### src/rtl/update_player_arc.sv
// Player updater: jump arc (rise/apex/fall) with duck. Each clk3 edge is one game tick.
// Optional fast-fall while ducking in the air: define UPDATE_PLAYER_FAST_FALL_EN.

// Object-record field layout shared with collision/render; only defined here if not already supplied.
`ifndef PL_DATALEN
`define PL_DATALEN     40
`define PL_TYPEFIELD   39:36
`define PL_XFIELD      35:26
`define PL_YFIELD      25:16
`define PL_WIDTHFIELD  15:8
`define PL_HEIGHTFIELD 7:0
`define PL_PLAYERTYPE  4'd1
`define playerxPos     10'd40
`define PL_PLAYERWIDTH 8'd16
`endif

module update_player_arc #(
  parameter int GROUND_Y      = 100,
  parameter int JUMP_HEIGHT   = 40,
  parameter int RISE_STEP     = 10,
  parameter int FALL_STEP     = 8,
  parameter int APEX_TICKS    = 3,
  parameter int PLAYER_HEIGHT = 20,
  parameter int DUCK_HEIGHT   = 12
) (
  input  logic                   clk3,
  input  logic                   reset,
  input  logic                   pause,
  input  logic                   jump,
  input  logic                   duck,
  output logic [`PL_DATALEN-1:0] player,
  output logic                   airborne,
  output logic                   landed
);

`ifdef UPDATE_PLAYER_FAST_FALL_EN
  localparam bit FAST_FALL = 1'b1;
`else
  localparam bit FAST_FALL = 1'b0;
`endif

  localparam logic [10:0] GROUND_Y11 = 11'(GROUND_Y);
  localparam logic [10:0] APEX_Y11   = 11'(GROUND_Y - JUMP_HEIGHT);
  localparam logic [10:0] RISE11     = 11'(RISE_STEP);
  localparam logic [10:0] FALL11     = 11'(FALL_STEP);
  localparam logic [10:0] FALL2_11   = 11'(2 * FALL_STEP);
  localparam logic [9:0]  GROUND_Y10 = 10'(GROUND_Y);
  localparam logic [9:0]  APEX_Y10   = 10'(GROUND_Y - JUMP_HEIGHT);
  localparam logic [9:0]  DUCK_Y10   = 10'(GROUND_Y + PLAYER_HEIGHT - DUCK_HEIGHT);
  localparam logic [7:0]  PLAYER_H8  = 8'(PLAYER_HEIGHT);
  localparam logic [7:0]  DUCK_H8    = 8'(DUCK_HEIGHT);
  localparam logic [8:0]  APEX_T9    = 9'(APEX_TICKS);

  typedef enum logic [2:0] {
    ST_GROUND = 3'd0,
    ST_DUCK   = 3'd1,
    ST_RISE   = 3'd2,
    ST_APEX   = 3'd3,
    ST_FALL   = 3'd4
  } state_t;

  logic   jump_s1_q, jump_s2_q, jp_prev_q;
  logic   duck_s1_q, duck_s2_q;
  state_t state_q, state_d;
  logic [9:0] y_q, y_d;
  logic [7:0] height_q, height_d;
  logic [7:0] cnt_q, cnt_d;
  logic       airborne_q, airborne_d;
  logic       landed_q, landed_d;

  logic        jump_edge, duck_held, fast_duck;
  logic [10:0] rise_y, fall_y;
  logic        rise_at_apex, fall_at_ground;
  logic [8:0]  cnt_inc;

  always_comb begin
    jump_edge = !jump_s2_q && jp_prev_q;
    duck_held = !duck_s2_q;
    fast_duck = FAST_FALL && duck_held;

    // One extra bit: bit 10 set means the rise step went above screen top.
    rise_y         = {1'b0, y_q} - RISE11;
    rise_at_apex   = rise_y[10] || (rise_y <= APEX_Y11);
    fall_y         = {1'b0, y_q} + (fast_duck ? FALL2_11 : FALL11);
    fall_at_ground = fall_y >= GROUND_Y11;
    cnt_inc        = {1'b0, cnt_q} + 9'd1;

    state_d  = state_q;
    y_d      = y_q;
    height_d = height_q;
    cnt_d    = cnt_q;
    landed_d = 1'b0;

    if (!pause) begin
      case (state_q)
        ST_GROUND: begin
          if (duck_held) begin
            state_d  = ST_DUCK;
            height_d = DUCK_H8;
            y_d      = DUCK_Y10;
          end else if (jump_edge) begin
            if (rise_at_apex) begin
              state_d = ST_APEX;
              y_d     = APEX_Y10;
              cnt_d   = 8'd0;
            end else begin
              state_d = ST_RISE;
              y_d     = rise_y[9:0];
            end
          end
        end
        ST_DUCK: begin
          if (!duck_held) begin
            state_d  = ST_GROUND;
            height_d = PLAYER_H8;
            y_d      = GROUND_Y10;
          end
        end
        ST_RISE: begin
          if (fast_duck) begin
            state_d = ST_FALL;
          end else if (rise_at_apex) begin
            state_d = ST_APEX;
            y_d     = APEX_Y10;
            cnt_d   = 8'd0;
          end else begin
            y_d = rise_y[9:0];
          end
        end
        ST_APEX: begin
          if (fast_duck) begin
            state_d = ST_FALL;
          end else if (cnt_inc >= APEX_T9) begin
            // Last apex tick: the first fall step happens on the same edge.
            cnt_d = 8'd0;
            if (fall_at_ground) begin
              state_d  = ST_GROUND;
              y_d      = GROUND_Y10;
              landed_d = 1'b1;
            end else begin
              state_d = ST_FALL;
              y_d     = fall_y[9:0];
            end
          end else begin
            cnt_d = cnt_inc[7:0];
          end
        end
        ST_FALL: begin
          if (fall_at_ground) begin
            state_d  = ST_GROUND;
            y_d      = GROUND_Y10;
            landed_d = 1'b1;
          end else begin
            y_d = fall_y[9:0];
          end
        end
        default: begin
          state_d  = ST_GROUND;
          y_d      = GROUND_Y10;
          height_d = PLAYER_H8;
          cnt_d    = 8'd0;
        end
      endcase
    end

    airborne_d = (state_d == ST_RISE) || (state_d == ST_APEX) || (state_d == ST_FALL);
  end

  // Synchronisers keep running through pause, so edges seen while paused are consumed.
  always_ff @(posedge clk3 or negedge reset) begin
    if (!reset) begin
      jump_s1_q  <= 1'b1;
      jump_s2_q  <= 1'b1;
      jp_prev_q  <= 1'b1;
      duck_s1_q  <= 1'b1;
      duck_s2_q  <= 1'b1;
      state_q    <= ST_GROUND;
      y_q        <= GROUND_Y10;
      height_q   <= PLAYER_H8;
      cnt_q      <= 8'd0;
      airborne_q <= 1'b0;
      landed_q   <= 1'b0;
    end else begin
      jump_s1_q  <= jump;
      jump_s2_q  <= jump_s1_q;
      jp_prev_q  <= jump_s2_q;
      duck_s1_q  <= duck;
      duck_s2_q  <= duck_s1_q;
      state_q    <= state_d;
      y_q        <= y_d;
      height_q   <= height_d;
      cnt_q      <= cnt_d;
      airborne_q <= airborne_d;
      landed_q   <= landed_d;
    end
  end

  always_comb begin
    player                  = '0;
    player[`PL_TYPEFIELD]   = `PL_PLAYERTYPE;
    player[`PL_XFIELD]      = `playerxPos;
    player[`PL_YFIELD]      = y_q;
    player[`PL_WIDTHFIELD]  = `PL_PLAYERWIDTH;
    player[`PL_HEIGHTFIELD] = height_q;
  end

  assign airborne = airborne_q;
  assign landed   = landed_q;

endmodule

### config.mk
export PLATFORM = sky130hd
export DESIGN_NAME = update_player_arc
export DESIGN_NICKNAME = d
export VERILOG_FILES = /design/src/rtl/update_player_arc.sv
export SDC_FILE = /design/constraint.sdc
export NUM_CORES = 1
export LEC_CHECK = 0
export ABC_CLOCK_PERIOD_IN_PS = 6600
export BUFFER_PORTS_ARGS = -buffer_cell sky130_fd_sc_hd__buf_4
export CORE_MARGIN = 3
export CORE_UTILIZATION = 61
export CTS_BUF_LIST = sky130_fd_sc_hd__clkbuf_8
export CTS_CLUSTER_SIZE = 40
export DETAILED_ROUTE_END_ITERATION = 8
export PLACE_DENSITY_LB_ADDON = 0.08
export SYNTH_ARGS = -nofsm -noshare
export SYNTH_HDL_FRONTEND = slang
export SYNTH_SLANG_ARGS = --single-unit
export TNS_END_PERCENT = 30
### constraint.sdc
create_clock -name clk3 -period 6.6 [get_ports clk3]
set_input_delay 0.99 -clock clk3 [delete_from_list [all_inputs] [get_ports clk3]]
set_output_delay 0.99 -clock clk3 [all_outputs]
set_load 0.02 [all_outputs]
## Word-level counts from Yosys, hierarchy flattened

Index checks and enable logic that the tools add are counted.

- Latch bits: 0
- RAM bits: 0
- Input port bits: 5
- Logic and storage cells: 73
- Output and inout bits: 42
- Memories: 0
- ROM bits: 0
- Register bits after elaboration: 36

- Equal/unequal tests: 13
- Shifts and indexed selects: 0
- Divide/modulo/power cells: 0
- Reductions and logical operators: 11
- Multiplexer cells: 29
- Bitwise gates (word level): 3
- $mul: 0
- Add/sub/neg operators: 3
- Magnitude comparators: 3

Operators with widths:

| cell | count |
|---|---|
| 2-to-1 mux 10 bit | 6 |
| case mux 10 bit (5 select lines) | 1 |
| 2-to-1 mux 8 bit | 6 |
| case mux 8 bit (4 select lines) | 1 |
| 2-to-1 mux 3 bit | 8 |
| case mux 8 bit (3 select lines) | 1 |
| case mux 3 bit (5 select lines) | 1 |
| == test 3 x 2 -> 1 bit (second input constant) | 4 |
| AND reduction 4 bit | 3 |
| adder 10 x 4 -> 11 bit (second input constant) | 1 |
| greater-or-equal comparator 11 x 7 -> 1 bit (second input constant) | 1 |
| less-or-equal comparator 11 x 6 -> 1 bit (second input constant) | 1 |
| subtractor 10 x 4 -> 11 bit (second input constant) | 1 |
| inequality test 2 bit (second input constant) | 5 |
| adder 8 x 1 -> 9 bit (second input constant) | 1 |
| greater-or-equal comparator 9 x 2 -> 1 bit (second input constant) | 1 |
| == test 3 bit (second input constant) | 2 |
| 2-to-1 mux 1 bit | 4 |
| == test 3 x 1 -> 1 bit (second input constant) | 1 |
| logical NOT 3 bit | 1 |
| logical OR 1 bit | 3 |
| inequality test 3 bit (second input constant) | 1 |
| NOT 1 bit | 3 |
| OR reduction 3 bit | 1 |
| 4 further kinds | 4 |

## Longest topological paths before layout

Gate-level depths: netlist of the first run.

- Depth in word-level cells: 11
- Mapped depth: 8
- Gate-level depth less buffers: 8

## Least setup slack after synthesis of the first run

No wires, ideal clock.

- Path kind: reg-to-reg
- From: register y_q[4]
- To: register cnt_q[1]
- Data required time: 6.475 ns
- Path buffers: 0
- Clock period less this slack: 2.502 ns
- Arrival: 2.377 ns
- Cell stages (with the launch flop): 9
- Setup slack: 4.098 ns
- Setup time: 0.125 ns
- Cells stage by stage: dfrtp_1 -> inv_1 -> ha_1 -> and2b_2 -> or3_1 -> a32oi_2 -> a221oi_4 -> o21bai_4 -> mux2_4

- Cells in the longest elaborated chain, start to end: 7

Ends and longest elaborated chain:

| what | line | text |
|---|---|---|
| start: declaration | 65 | `logic [9:0] y_q, y_d;` |
| start signal: assignment | 190 | `y_q <= y_d;` |
| subtractor 10 x 4 -> 11 bit * | 82 | `rise_y = {1'b0, y_q} - RISE11;` |
| less-or-equal comparator 11 x 6 -> 1 bit | 83 | `rise_at_apex = rise_y[10] \|\| (rise_y <= APEX_Y11);` |
| logical OR 1 bit * | 83 |  |
| 2-to-1 mux 8 bit * | n/a |  |
| 2-to-1 mux 8 bit (2 in a row) | n/a |  |
| case mux 8 bit (4 select lines) * | n/a |  |
| end signal: assignment | 192 | `cnt_q <= cnt_d;` |
| end: declaration | 67 | `logic [7:0] cnt_q, cnt_d;` |

Mark *: on every way between the ends. The rest lies on a longest branch, timed or not. The select of a mux whose other input is x is not followed.
A chain may end at the register's enable or synchronous reset.

## Worst setup path after layout of the first run

- From: register y_q[2]
- To: register cnt_q[1]

The elaborated chain is that of the path after synthesis.

==> results of run 1 <==
==> critical path: cells and delay by family (launching register included) <==
kind,cells,cell delay (ps)
buffers and inverters,1,80
xor gates and xnor gates,1,170
adders and majority gates,1,210
DFF,1,590
AOI/OAI and AO/OA,3,1150
muxes,1,320
==> cells in the final DEF (no fill, tap or decap), drive strengths merged, types with 5 or more instances in the layout <==
cell type  count
nor3           6
inv           12
a21oi         14
conb          28
and2           5
dfstp          9
clkbuf         6
ha             7
o21ai         18
nand2         14
buf           18
dfrtp         21
nand3          5
nor2          23
==> through the flow <==
| step | setup slack (ps) | utilization (%) | power (W) |
|---|---|---|---|
| after floorplan | 4100 | - | 0.000786 |
| after global placement | 4070 | 67.6 | 0.000901 |
| after detailed placement | 3970 | 67.6 | 0.000912 |
| after CTS | 3960 | 70.5 | 0.00106 |
| after global routing | 3790 | 70.5 | 0.00115 |
| final | 3950 | 70.5 | 0.00106 |
==> routing by layer <==
metal  up-vias  GRT usage (%)  routed length, um
li1        808              -                  -
met1       765           31.4               1950
met2        63           30.1               1850
met3         4           6.67                283
met4         0           7.51                 48
met5         -              0                  0
==> cell usage after synthesis (3+ instances only) <==
cell type                  number
sky130_fd_sc_hd__or3_1          3
sky130_fd_sc_hd__and2_2         5
sky130_fd_sc_hd__nand3_1        5
sky130_fd_sc_hd__buf_4         28
sky130_fd_sc_hd__o211ai_1       4
sky130_fd_sc_hd__ha_1           7
sky130_fd_sc_hd__a21oi_1       14
sky130_fd_sc_hd__nor3_1         5
sky130_fd_sc_hd__nor2_1        22
sky130_fd_sc_hd__o21ai_0       15
sky130_fd_sc_hd__inv_1         11
sky130_fd_sc_hd__nor4_1         3
sky130_fd_sc_hd__nor3b_1        4
sky130_fd_sc_hd__nand2_1       13
sky130_fd_sc_hd__dfrtp_1       21
sky130_fd_sc_hd__a22oi_1        3
sky130_fd_sc_hd__o311ai_0       3
sky130_fd_sc_hd__clkbuf_1       5
sky130_fd_sc_hd__dfstp_2        9
==> power breakdown <==
part | leakage, nW | internal [W] | switching [W]
clock network | 0.0524 | 0.0000823 | 0.0000664
logic | 0.597 | 0.000235 | 0.000347
registers | 0.372 | 0.000239 | 0.0000928
==> cells by family after synthesis <==
logic type / share of synthesized area [%]
simple gates: 20.7
mux: 2.23
flops: 35.8
xor+xnor: 1.64
fa+ha+maj: 4.11
compound gates: 21.4
other cells: 0.352
buf+inv: 13.8
==> final cells by class <==
type | instances | share of cell area (%)
Timing Repair Buffer | 18 | 5.99
Multi-Input combinational cell | 185 | 51.9
Sequential cell | 30 | 33.8
Clock inverter | 2 | 0.388
Inverter | 11 | 1.83
Tap cell | 44 | 2.44
Clock buffer | 6 | 3.66
==> registers in the layout, indices dropped and copies added (netlist names), 2 cells and up <==
name and count:
cnt_q 8, y_q 10, height_q 2, state_q 3
==> worst max path at each step <==
stage | from | endpoint | slack, ps | cells past startpoint
6_report | y_q[2] | cnt_q[1] | 3950 | 7
5_1_grt | y_q[4] | cnt_q[1] | 3790 | 8
4_1_cts | y_q[2] | cnt_q[1] | 3960 | 7
3_5_place_dp | y_q[2] | cnt_q[1] | 3970 | 7
3_3_place_gp | y_q[4] | cnt_q[1] | 4070 | 8
2_1_floorplan | y_q[4] | cnt_q[1] | 4100 | 8
==> summary.md, run 1 <==
| Metric | Value |
|---|---|
| Average size of a mapped cell | `9.03 sq um` |
| Total standard cell area after synthesis | `2130 sq um` |
| TritonCTS Buffers | `5` |
| Max-slew violation count | `0` |
| Number of enable flip-flop cells after synthesis | `0` |
| CP arrival | `2820 ps` |
| Die extent in y | `65.1 um` |
| Overall global routing resource usage | `21.5%` |
| DRC | `0` |
| Required time worst endpoint | `6770 ps` |
| Vias | `1640` |
| Setup repair bufs after CTS | `0` |
| VDD IR-drop max | `0.255 mV` |
| Kind of capture point of the worst setup path | `flip-flop` |
| Combined flip-flop and latch cell area | `762 sq um` |
| Worst Hold End | `jump_s2_q` |
| Max H-tree Level | `2` |
| Post-synth top flop | `sky130_fd_sc_hd__dfrtp_1` |
| Flop and latch count out of synthesis | `30` |
| Clock latency reported for the late side of the worst-skew pair | `280 ps` |
| First-pass GRT wire length | `6800 um` |
| Max Fanout on Critical Path | `8` |
| Unrepaired setup endpoints after global routing | `false` |
| Critical path start-end classification | `flip-flop to flip-flop` |
| Post-synthesis async set-or-reset flop share | `100%` |
| Hold_sp | `jump_s1_q` |
| Number of placed instances with taps included | `288` |
| Clk_skew | `6.11 ps` |
| Clock tree buffer depth | `2` |
| Total Nets Final | `263` |
| CP Cell Sequence | `inv_1, ha_1, xor2_1, a2111oi_1, a221oi_4, o21bai_4, mux2_4` |
| Crit-path max cell delay | `620 ps` |
| CP max-delay cell | `sky130_fd_sc_hd__a2111oi_1` |
| Result of the run | `finished clean` |
| HPWL Detailed | `3080 um` |
| Number of filler instances in the final layout | `272` |
| Synthesis Warnings | `0` |
| Worst flop-to-flop path startpoint | `y_q[2]` |
| Hold buffer count at CTS | `0` |
| Total negative slack for setup checks | `0 ps` |
| Total number of placement rows | `20` |
| Top achievable clock speed | `378 MHz` |
| Post-cts repair resize count | `0` |
| Number of buffers inserted by port buffering | `18` |
| Count of inserted antenna diode cells | `0` |
| Maximum number of pins on one net before global-route repair | `31` |
| Count of clock tree sinks | `30` |
| Cell count after synthesis | `236` |
| R2R Path End | `cnt_q[1]` |
| Final setup vio count | `0` |
| Top cells by area in the synthesized netlist | `sky130_fd_sc_hd__dfrtp_1, sky130_fd_sc_hd__dfstp_2, sky130_fd_sc_hd__buf_4` |
| Proportion of synthesized chip area in sequential cells | `35.8%` |
| Count of routing violations after the opening detailed-route iteration | `128` |
| Total detailed-routing wirelength | `4130 um` |
| Final Hold Vio Count | `0` |
| Period Utilization, post-route | `40.1%` |
| Type of element launching the critical path | `flip-flop` |
| Flop2flop setup slack | `3950 ps` |
| Min-Delay Path Depth | `0` |
| Post-Layout Cell Count | `296` |
| Post-Layout Inst Area | `2260 sq um` |
| Initial DRT Pass Iterations | `4` |
| Area fraction of the dominant cell type after synthesis | `24.7%` |
| Relative max-transition margin | `55.9%` |
| Area enclosed by the die boundary | `4240 sq um` |
| Hold WC Path Type | `flip-flop to flip-flop` |
| Share of post-route cells with drive strength above 1 | `22.6%` |
| Clock tree from TritonCTS | `done` |
| Layout Area Growth over Synthesis | `5.93%` |
| Measured slew at the worst slew-check pin | `660 ps` |
| Initial antenna violation count | `0` |
| Netlist cell types | `62` |
| Boundary Pins | `47` |
| Area after detailed placement | `2170 sq um` |
| Static Leakage | `1.02 nW` |
| Clk pin slew, worst setup/hold paths | `60 ps` |
| Number of max-capacitance violations reported | `0` |
| Vias per cell | `5.54` |
| Number of global-route vias before repair | `1352` |
| Initial core utilization | `66.5%` |
| Global route total overflow | `0` |
| PwrDens | `471 nW/um^2` |
| Root Buffer Master | `sky130_fd_sc_hd__clkbuf_8` |
| Die width | `65.1 um` |
| Synth area leader | `sky130_fd_sc_hd__dfrtp_1` |
| Routed wirelength normalized by instance count | `14.0 um` |
| Residual antenna-violating net count after detailed routing | `0` |
| R2R cell count | `7` |
| Multi-input gate area in the final layout | `1170 sq um` |
| Worst hold-check slack | `355 ps` |
| Final RePlAce weighted congestion | `0.892` |
| Post-layout minimum cycle time | `2650 ps` |
| Area of the core region | `3200 sq um` |
No activity file was read; power rests on OpenSTA's default activity.
==> run 2: changes to the inputs <==
--- a/config.mk
+++ b/config.mk
@@ -5,10 +5,10 @@
 export SDC_FILE = /design/constraint.sdc
 export NUM_CORES = 1
 export LEC_CHECK = 0
-export ABC_CLOCK_PERIOD_IN_PS = 6600
+export ABC_CLOCK_PERIOD_IN_PS = 2500
 export BUFFER_PORTS_ARGS = -buffer_cell sky130_fd_sc_hd__buf_4
 export CORE_MARGIN = 3
-export CORE_UTILIZATION = 61
+export CORE_UTILIZATION = 56
 export CTS_BUF_LIST = sky130_fd_sc_hd__clkbuf_8
 export CTS_CLUSTER_SIZE = 40
 export DETAILED_ROUTE_END_ITERATION = 8
==> constraint.sdc (replaced) <==
create_clock -name clk3 -period 2.5 [get_ports clk3]
set_input_delay 0.375 -clock clk3 [delete_from_list [all_inputs] [get_ports clk3]]
set_output_delay 0.375 -clock clk3 [all_outputs]
set_load 0.02 [all_outputs]
==> run 2 against run 1 <==
  * The flow now finishes with violations (hold timing)
  * Final area grew 5.4%
  * Hold slack lost 360 ps
  * First-iteration DRC count shrank 39%
  * Non-clock buffer count grew 9
  * Clock skew is essentially flat
  * Via count grew 3.5%
  * Critical path type unchanged
  * Critical endpoint unchanged
  * Highest routed layer unchanged
==> summary.md, run 2 (same netlist as run 1, synthesis figures left out) <==
| Metric | Value |
|---|---|
| Result of the run | `complete, but fails checks` |
| Violated checks | `hold timing` |
| VDD IR-drop max | `0.611 mV (+140%)` |
| Initial DRT Pass Iterations | `4 (unchanged)` |
| Max FFs per register | `10 (unchanged)` |
| Residual antenna-violating net count after detailed routing | `0 (unchanged)` |
| Total Nets Final | `272 (+3.4%)` |
| Period Utilization, post-route | `95.9% (+56 points)` |
| Crit-path max cell delay | `420 ps (-200 ps)` |
| Clock share of power | `15.4% (+1.4 points)` |
| Clock tree buffer depth | `2 (unchanged)` |
| Net Sw Frac | `45.6% (-2.1 points)` |
| Commonest non-fill, non-tap cells in the layout | `sky130_fd_sc_hd__conb_1, sky130_fd_sc_hd__buf_4, sky130_fd_sc_hd__nor2_1` |
| Post-Layout Cell Count | `307 (+3.7%)` |
| Number of max-capacitance violations reported | `0 (unchanged)` |
| Worst flop-to-flop path startpoint | `y_q[4]` |
| Worst hold-check slack | `-0.838 ps (-356 ps)` |
| Vias per cell | `5.53 (-0.17%)` |
| Flop2flop setup slack | `100 ps (-3850 ps)` |
| Die extent in y | `67.7 um (+4.0%)` |
| Count of routing violations after the opening detailed-route iteration | `78 (-39%)` |
| First-pass GRT wire length | `7250 um (+6.5%)` |
| Unrepaired setup endpoints after global routing | `true` |
| Largest registers | `y_q (10), cnt_q (8), state_q (3)` |
| R2R cell count | `8 (+1)` |
| Overall global routing resource usage | `21.1% (-0.48 points)` |
| Number of placed instances with taps included | `297 (+3.1%)` |
| Root Buffer Master | `sky130_fd_sc_hd__clkbuf_8` |
| CP arrival | `2570 ps (-250 ps)` |
| Power dissipated by switching net loads | `0.00139 W (+170%)` |
| Total power of the final layout | `0.00305 W (+190%)` |
| CP Cell Sequence | `inv_1, ha_1, and2b_2, or3_4, a32oi_2, a221oi_4, o21bai_4, mux2_4` |
| Internal Dissipation | `0.00166 W (+200%)` |
| Static Leakage | `1.07 nW (+5.1%)` |
| Area after detailed placement | `2220 sq um (+2.6%)` |
| Maximum number of pins on one net before global-route repair | `31 (unchanged)` |
| Total number of placement rows | `21 (+5.0%)` |
| Number of global-route vias before repair | `1519 (+12%)` |
| Clock latency reported for the late side of the worst-skew pair | `280 ps (about the same)` |
| Initial core utilization | `61.0% (-5.5 points)` |
| Final Hold Vio Count | `5 (+5)` |
| Final setup vio count | `0 (unchanged)` |
| Register containing the most flip-flops in the final layout | `y_q` |
| Max H-tree Level | `2 (unchanged)` |
| Initial antenna violation count | `0 (unchanged)` |
| Count of clock tree sinks | `30 (unchanged)` |
| Top achievable clock speed | `417 MHz (+10%)` |
| HPWL Detailed | `3090 um (about the same)` |
| R2R Path End | `cnt_q[1]` |
| Layout Area Growth over Synthesis | `11.7%` |
| Required time worst endpoint | `2670 ps (-4100 ps)` |
| Hold WC Path Type | `input port to async pin` |
| Count of inserted antenna diode cells | `0 (unchanged)` |
| Max-slew violation count | `0 (unchanged)` |
| Max Fanout on Critical Path | `6 (-2)` |
| Proportion of power drawn by flip-flops and latches | `27.6% (-3.6 points)` |
| Kind of capture point of the worst setup path | `flip-flop` |
| Vias | `1698 (+3.5%)` |
| Clk pin slew, worst setup/hold paths | `60 ps (about the same)` |
| Leading cell type in the layout, fill and taps excluded | `sky130_fd_sc_hd__conb_1` |
| DRC | `0 (unchanged)` |
| Area enclosed by the die boundary | `4580 sq um (+8.1%)` |
| Area of the core region | `3490 sq um (+9.1%)` |
| CP max-delay cell | `sky130_fd_sc_hd__dfrtp_2` |
| Boundary Pins | `47 (unchanged)` |
| Measured slew at the worst slew-check pin | `696 ps (+35.3 ps)` |
| Total detailed-routing wirelength | `4300 um (+4.2%)` |
| Routed wirelength normalized by instance count | `14.0 um (+0.43%)` |
| Post-Layout Inst Area | `2380 sq um (+5.4%)` |
| TritonCTS Buffers | `5 (unchanged)` |
| Post-layout minimum cycle time | `2400 ps (-250 ps)` |
| Relative max-transition margin | `53.3% (-2.6 points)` |
| Share of post-route cells with drive strength above 1 | `28.4% (+5.7 points)` |
| Clock tree from TritonCTS | `done` |
| Critical path start-end classification | `flip-flop to flip-flop` |
| Combinational Power Share | `57.0% (+2.2 points)` |
| Number of buffers inserted by port buffering | `18 (unchanged)` |
| Final RePlAce weighted congestion | `0.913 (+2.4%)` |
| Clk_skew | `5.63 ps (-0.482 ps)` |
| Global route total overflow | `0 (unchanged)` |
| Die width | `67.7 um (+4.0%)` |
| Type of element launching the critical path | `flip-flop` |
| PwrDens | `1280 nW/um^2 (+170%)` |
[run 2: cell types whose count changed in the layout (fill, tap and decap cells not counted), moves of 2 or more]
| cell | previous run | this run |
|---|---|---|
| sky130_fd_sc_hd__buf_4 | 18 | 27 |
| sky130_fd_sc_hd__dfrtp_1 | 21 | 19 |
| sky130_fd_sc_hd__dfrtp_2 | 0 | 2 |
| sky130_fd_sc_hd__ha_1 | 7 | 5 |
[run 2: worst max-delay path by stage]
stage	from	to	slack (ps)	cells past startpoint
floorplan	y_q[1]	cnt_q[1]	50	8
global placement	y_q[4]	cnt_q[1]	70	8
detailed placement	y_q[4]	cnt_q[1]	40	8
CTS	y_q[4]	cnt_q[1]	20	8
global route	y_q[2]	cnt_q[1]	-30	7
finish	y_q[4]	cnt_q[1]	100	8
[run 2: worst max-delay path, delay by kind of cell (launching register included)]
family	cells	cell delay [ps]
AO/OA/AOI/OAI	3	710
adder cells (fa/ha/maj)	1	200
buffers and inverters	1	90
flip-flops	1	420
multiplexers	1	310
AND/OR/NAND/NOR	2	560
[run 2: power groups by stage]
stage	logic, W	registers [W]	clock network, W
after floorplan	0.00121	0.000866	0
after global placement	0.00164	0.000839	0
after detailed placement	0.00166	0.000844	0
after CTS	0.00167	0.000836	0.000482
after global routing	0.00195	0.000878	0.000505
final	0.00174	0.000843	0.000468
[run 2: metrics by stage]
step           setup TNS, ps  util [%]  setup slack, ps
3_5_place_dp               0      63.6             35.2
3_3_place_gp               0      63.6             73.8
6_report                   0      68.1              102
4_1_cts                    0      66.7             24.6
5_1_grt                -30.4      68.1            -28.7
2_1_floorplan              0         -             46.1
[run 2: area by class of cell]
class,instances,area [sq um]
multi-input cells,185,1200
fillers,295,1110
flip-flops and latches,30,768
repair buffers,27,203
clock buffers,5,68.8
well taps,46,57.6
inverters,11,41.3
clock inverters,3,40.0
[run 2: layer usage]
layer / track usage [%] / wire [um] / vias to the layer above
met2: 31.6 / 1920 / 69
met4: 6.84 / 34 / 0
li1: - / - / 831
met1: 29.6 / 2050 / 794
met5: 0 / 0 / -
met3: 4.99 / 303 / 4
[run 2: repair_timing]
item	4_1_cts	5_1_grt
resized for setup	0	9
endpoints found under the setup margin	0	14
hold buffers	0	0
buffers inserted	0	2
==> run 3: changes to the inputs <==
--- a/config.mk
+++ b/config.mk
@@ -13,6 +13,7 @@
 export CTS_CLUSTER_SIZE = 40
 export DETAILED_ROUTE_END_ITERATION = 8
 export PLACE_DENSITY_LB_ADDON = 0.08
+export SETUP_SLACK_MARGIN = 0.4
 export SYNTH_ARGS = -nofsm -noshare
 export SYNTH_HDL_FRONTEND = slang
 export SYNTH_SLANG_ARGS = --single-unit
==> run 3 against run 2 <==
  * The run now ends clean
  * Die area stayed put
  * Routed wire length increased by 7.4%
  * Total power up 10%
  * Final area is 6.1% higher
  * First-iteration DRC count rose by 71%
  * Largest cell class unchanged
  * Highest routed layer unchanged
==> summary.md, run 3 (same netlist as run 1, synthesis figures left out) <==
| Metric | Value |
|---|---|
| TritonCTS Buffers | `5 (unchanged)` |
| Register containing the most flip-flops in the final layout | `y_q` |
| R2R Path End | `cnt_q[7]` |
| Measured slew at the worst slew-check pin | `691 ps (-4.68 ps)` |
| Commonest non-fill, non-tap cells in the layout | `sky130_fd_sc_hd__buf_4, sky130_fd_sc_hd__conb_1, sky130_fd_sc_hd__nor2_1` |
| Top achievable clock speed | `429 MHz (+2.8%)` |
| Final RePlAce weighted congestion | `0.873 (-4.4%)` |
| First-pass GRT wire length | `7330 um (+1.1%)` |
| Area enclosed by the die boundary | `4580 sq um (unchanged)` |
| CP Cell Sequence | `inv_2, ha_2, and2b_2, o21ai_0, a21oi_1, a221oi_4, buf_12, o21bai_4, buf_4, and2_2` |
| Residual antenna-violating net count after detailed routing | `0 (unchanged)` |
| Initial core utilization | `61.0% (unchanged)` |
| Hold buffer count at CTS | `0 (unchanged)` |
| CP arrival | `2500 ps (-70 ps)` |
| Count of inserted antenna diode cells | `0 (unchanged)` |
| Count of routing violations after the opening detailed-route iteration | `133 (+71%)` |
| End of the critical path | `cnt_q[7]` |
| Result of the run | `finished clean` |
| Global route total overflow | `0 (unchanged)` |
| Number of buffers inserted by port buffering | `18 (unchanged)` |
| Max Fanout on Critical Path | `6 (unchanged)` |
| Kind of capture point of the worst setup path | `flip-flop` |
| Clk pin slew, worst setup/hold paths | `70 ps (about the same)` |
| Clock tree buffer depth | `2 (unchanged)` |
| Clock latency reported for the late side of the worst-skew pair | `280 ps (about the same)` |
| Die width | `67.7 um (unchanged)` |
| Number of filler instances in the final layout | `278 (-5.8%)` |
| Largest registers | `y_q (10), cnt_q (8), state_q (3)` |
| Static Leakage | `1.13 nW (+5.2%)` |
| Area of the core region | `3490 sq um (unchanged)` |
| Critical path start-end classification | `flip-flop to flip-flop` |
| Crit-path max cell delay | `420 ps (about the same)` |
| Relative max-transition margin | `53.6% (+0.31 points)` |
| Hold WC Path Type | `input port to async pin` |
| Final setup vio count | `0 (unchanged)` |
| Initial DRT Pass Iterations | `4 (unchanged)` |
| Share of post-route cells with drive strength above 1 | `33.8% (+5.5 points)` |
| DRC | `0 (unchanged)` |
| Max-slew violation count | `0 (unchanged)` |
| Number of cells on the critical path | `10 (+2)` |
| Post-Layout Cell Count | `318 (+3.6%)` |
| Final design utilization | `72.3% (+4.2 points)` |
| Clk_skew | `8.46 ps (+2.83 ps)` |
| Initial antenna violation count | `0 (unchanged)` |
| Leading cell type in the layout, fill and taps excluded | `sky130_fd_sc_hd__buf_4` |
| Sum of buffers and inverters on the critical path | `3 (+2)` |
| Root Buffer Master | `sky130_fd_sc_hd__clkbuf_8` |
| Vias | `1761 (+3.7%)` |
| Worst flop-to-flop path startpoint | `y_q[4]` |
| Final Hold Vio Count | `0 (-5)` |
| CP max-delay cell | `sky130_fd_sc_hd__dfrtp_2` |
| Post-layout minimum cycle time | `2330 ps (-65.1 ps)` |
| Total Nets Final | `283 (+4.0%)` |
| Total detailed-routing wirelength | `4620 um (+7.4%)` |
| Total number of placement rows | `21 (unchanged)` |
| Total negative slack for setup checks | `0 ps (unchanged)` |
| HPWL Detailed | `3040 um (-1.4%)` |
| Type of element launching the critical path | `flip-flop` |
| Flop2flop setup slack | `170 ps (+70 ps)` |
| VDD IR-drop max | `0.639 mV (+4.6%)` |
| Number of max-capacitance violations reported | `0 (unchanged)` |
| Overall global routing resource usage | `21.7% (+0.60 points)` |
| PwrDens | `1330 nW/um^2 (+4.0%)` |
| Layout Area Growth over Synthesis | `18.5%` |
| Vias per cell | `5.54 (+0.12%)` |
| Worst hold-check slack | `6.45 ps (+7.29 ps)` |
| Boundary Pins | `47 (unchanged)` |
| Largest delay share family, worst path | `compound AO/OA/AOI/OAI gates` |
| Count of clock tree sinks | `30 (unchanged)` |
| Max FFs per register | `10 (unchanged)` |
| Maximum number of pins on one net before global-route repair | `31 (unchanged)` |
| Period Utilization, post-route | `93.3% (-2.6 points)` |
| Total power of the final layout | `0.00337 W (+10%)` |
| CP Launch Point | `y_q[4]` |
| Number of global-route vias before repair | `1547 (+1.8%)` |
| Routed wirelength normalized by instance count | `14.5 um (+3.7%)` |
| R2R cell count | `10 (+2)` |
| Clock tree from TritonCTS | `done` |
| Die extent in y | `67.7 um (unchanged)` |
| Number of placed instances with taps included | `295 (-0.67%)` |
| Required time worst endpoint | `2670 ps (about the same)` |
| Max H-tree Level | `2 (unchanged)` |
| Unrepaired setup endpoints after global routing | `true` |
-- run 3: cell types whose count changed in the layout (fill, tap and decap cells not counted), moves of 2 or more --
cell,previous run,this run
sky130_fd_sc_hd__buf_4,27,36
sky130_fd_sc_hd__o311ai_0,3,0
sky130_fd_sc_hd__inv_1,11,9
sky130_fd_sc_hd__inv_2,0,2
sky130_fd_sc_hd__o311ai_1,0,2
-- run 3: what timing repair did --
| action | 4_1_cts | 5_1_grt |
|---|---|---|
| gates cloned | 0 | 0 |
| setup buffers | 11 | 4 |
| setup endpoints to repair | 19 | 20 |
| pin swaps | 6 | 5 |
| resized for setup | 9 | 9 |
-- run 3: where the power goes --
group / switching (W) / leakage, nW / internal (W)
clock: 0.000175 / 0.0524 / 0.000217
sequential: 0.000179 / 0.369 / 0.000635
combinational: 0.00119 / 0.708 / 0.000970
-- run 3: worst min path at each step --
stage	end	slack [ps]
final	y_q[9]	6
after global routing	cnt_q[1]	10
after CTS	cnt_q[3]	10
after detailed placement	cnt_q[4]	320
after global placement	cnt_q[4]	320
after floorplan	airborne	80
-- run 3: metal layers --
metal  vias up  global-route usage, %  share of wire, %
met3        15                   6.66               6.1
met1       822                   28.7                45
li1        858                      -                 -
met2        66                   31.8                46
met4         0                   10.4               2.2
met5         -                      0                 0
-- run 3: area by class of cell --
cell class / instances / area (sq um) / share of cell area, %
Multi-Input combinational cell: 185 / 1260 / 50.1
Clock buffer: 6 / 82.6 / 3.27
Tap cell: 46 / 57.6 / 2.28
Clock inverter: 2 / 8.76 / 0.347
Inverter: 11 / 43.8 / 1.73
Timing Repair Buffer: 38 / 302 / 11.9
Sequential cell: 30 / 766 / 30.3
-- run 3: worst reg2reg max path, stage by stage (launching register included) --
cell and delay (ps):
sky130_fd_sc_hd__dfrtp_2 420, sky130_fd_sc_hd__inv_2 50, sky130_fd_sc_hd__ha_2 170, sky130_fd_sc_hd__and2b_2 210, sky130_fd_sc_hd__o21ai_0 310, sky130_fd_sc_hd__a21oi_1 180
sky130_fd_sc_hd__a221oi_4 310, sky130_fd_sc_hd__buf_12 160, sky130_fd_sc_hd__o21bai_4 70, sky130_fd_sc_hd__buf_4 160, sky130_fd_sc_hd__and2_2 190
-- run 3: through the flow --
| stage | setup WS [ps] | area [sq um] |
|---|---|---|
| 2_1_floorplan | 178 | 2250 |
| 3_3_place_gp | 146 | 2230 |
| 3_5_place_dp | 101 | 2230 |
| 4_1_cts | 248 | 2460 |
| 5_1_grt | 71.8 | 2520 |
| 6_report | 168 | 2520 |
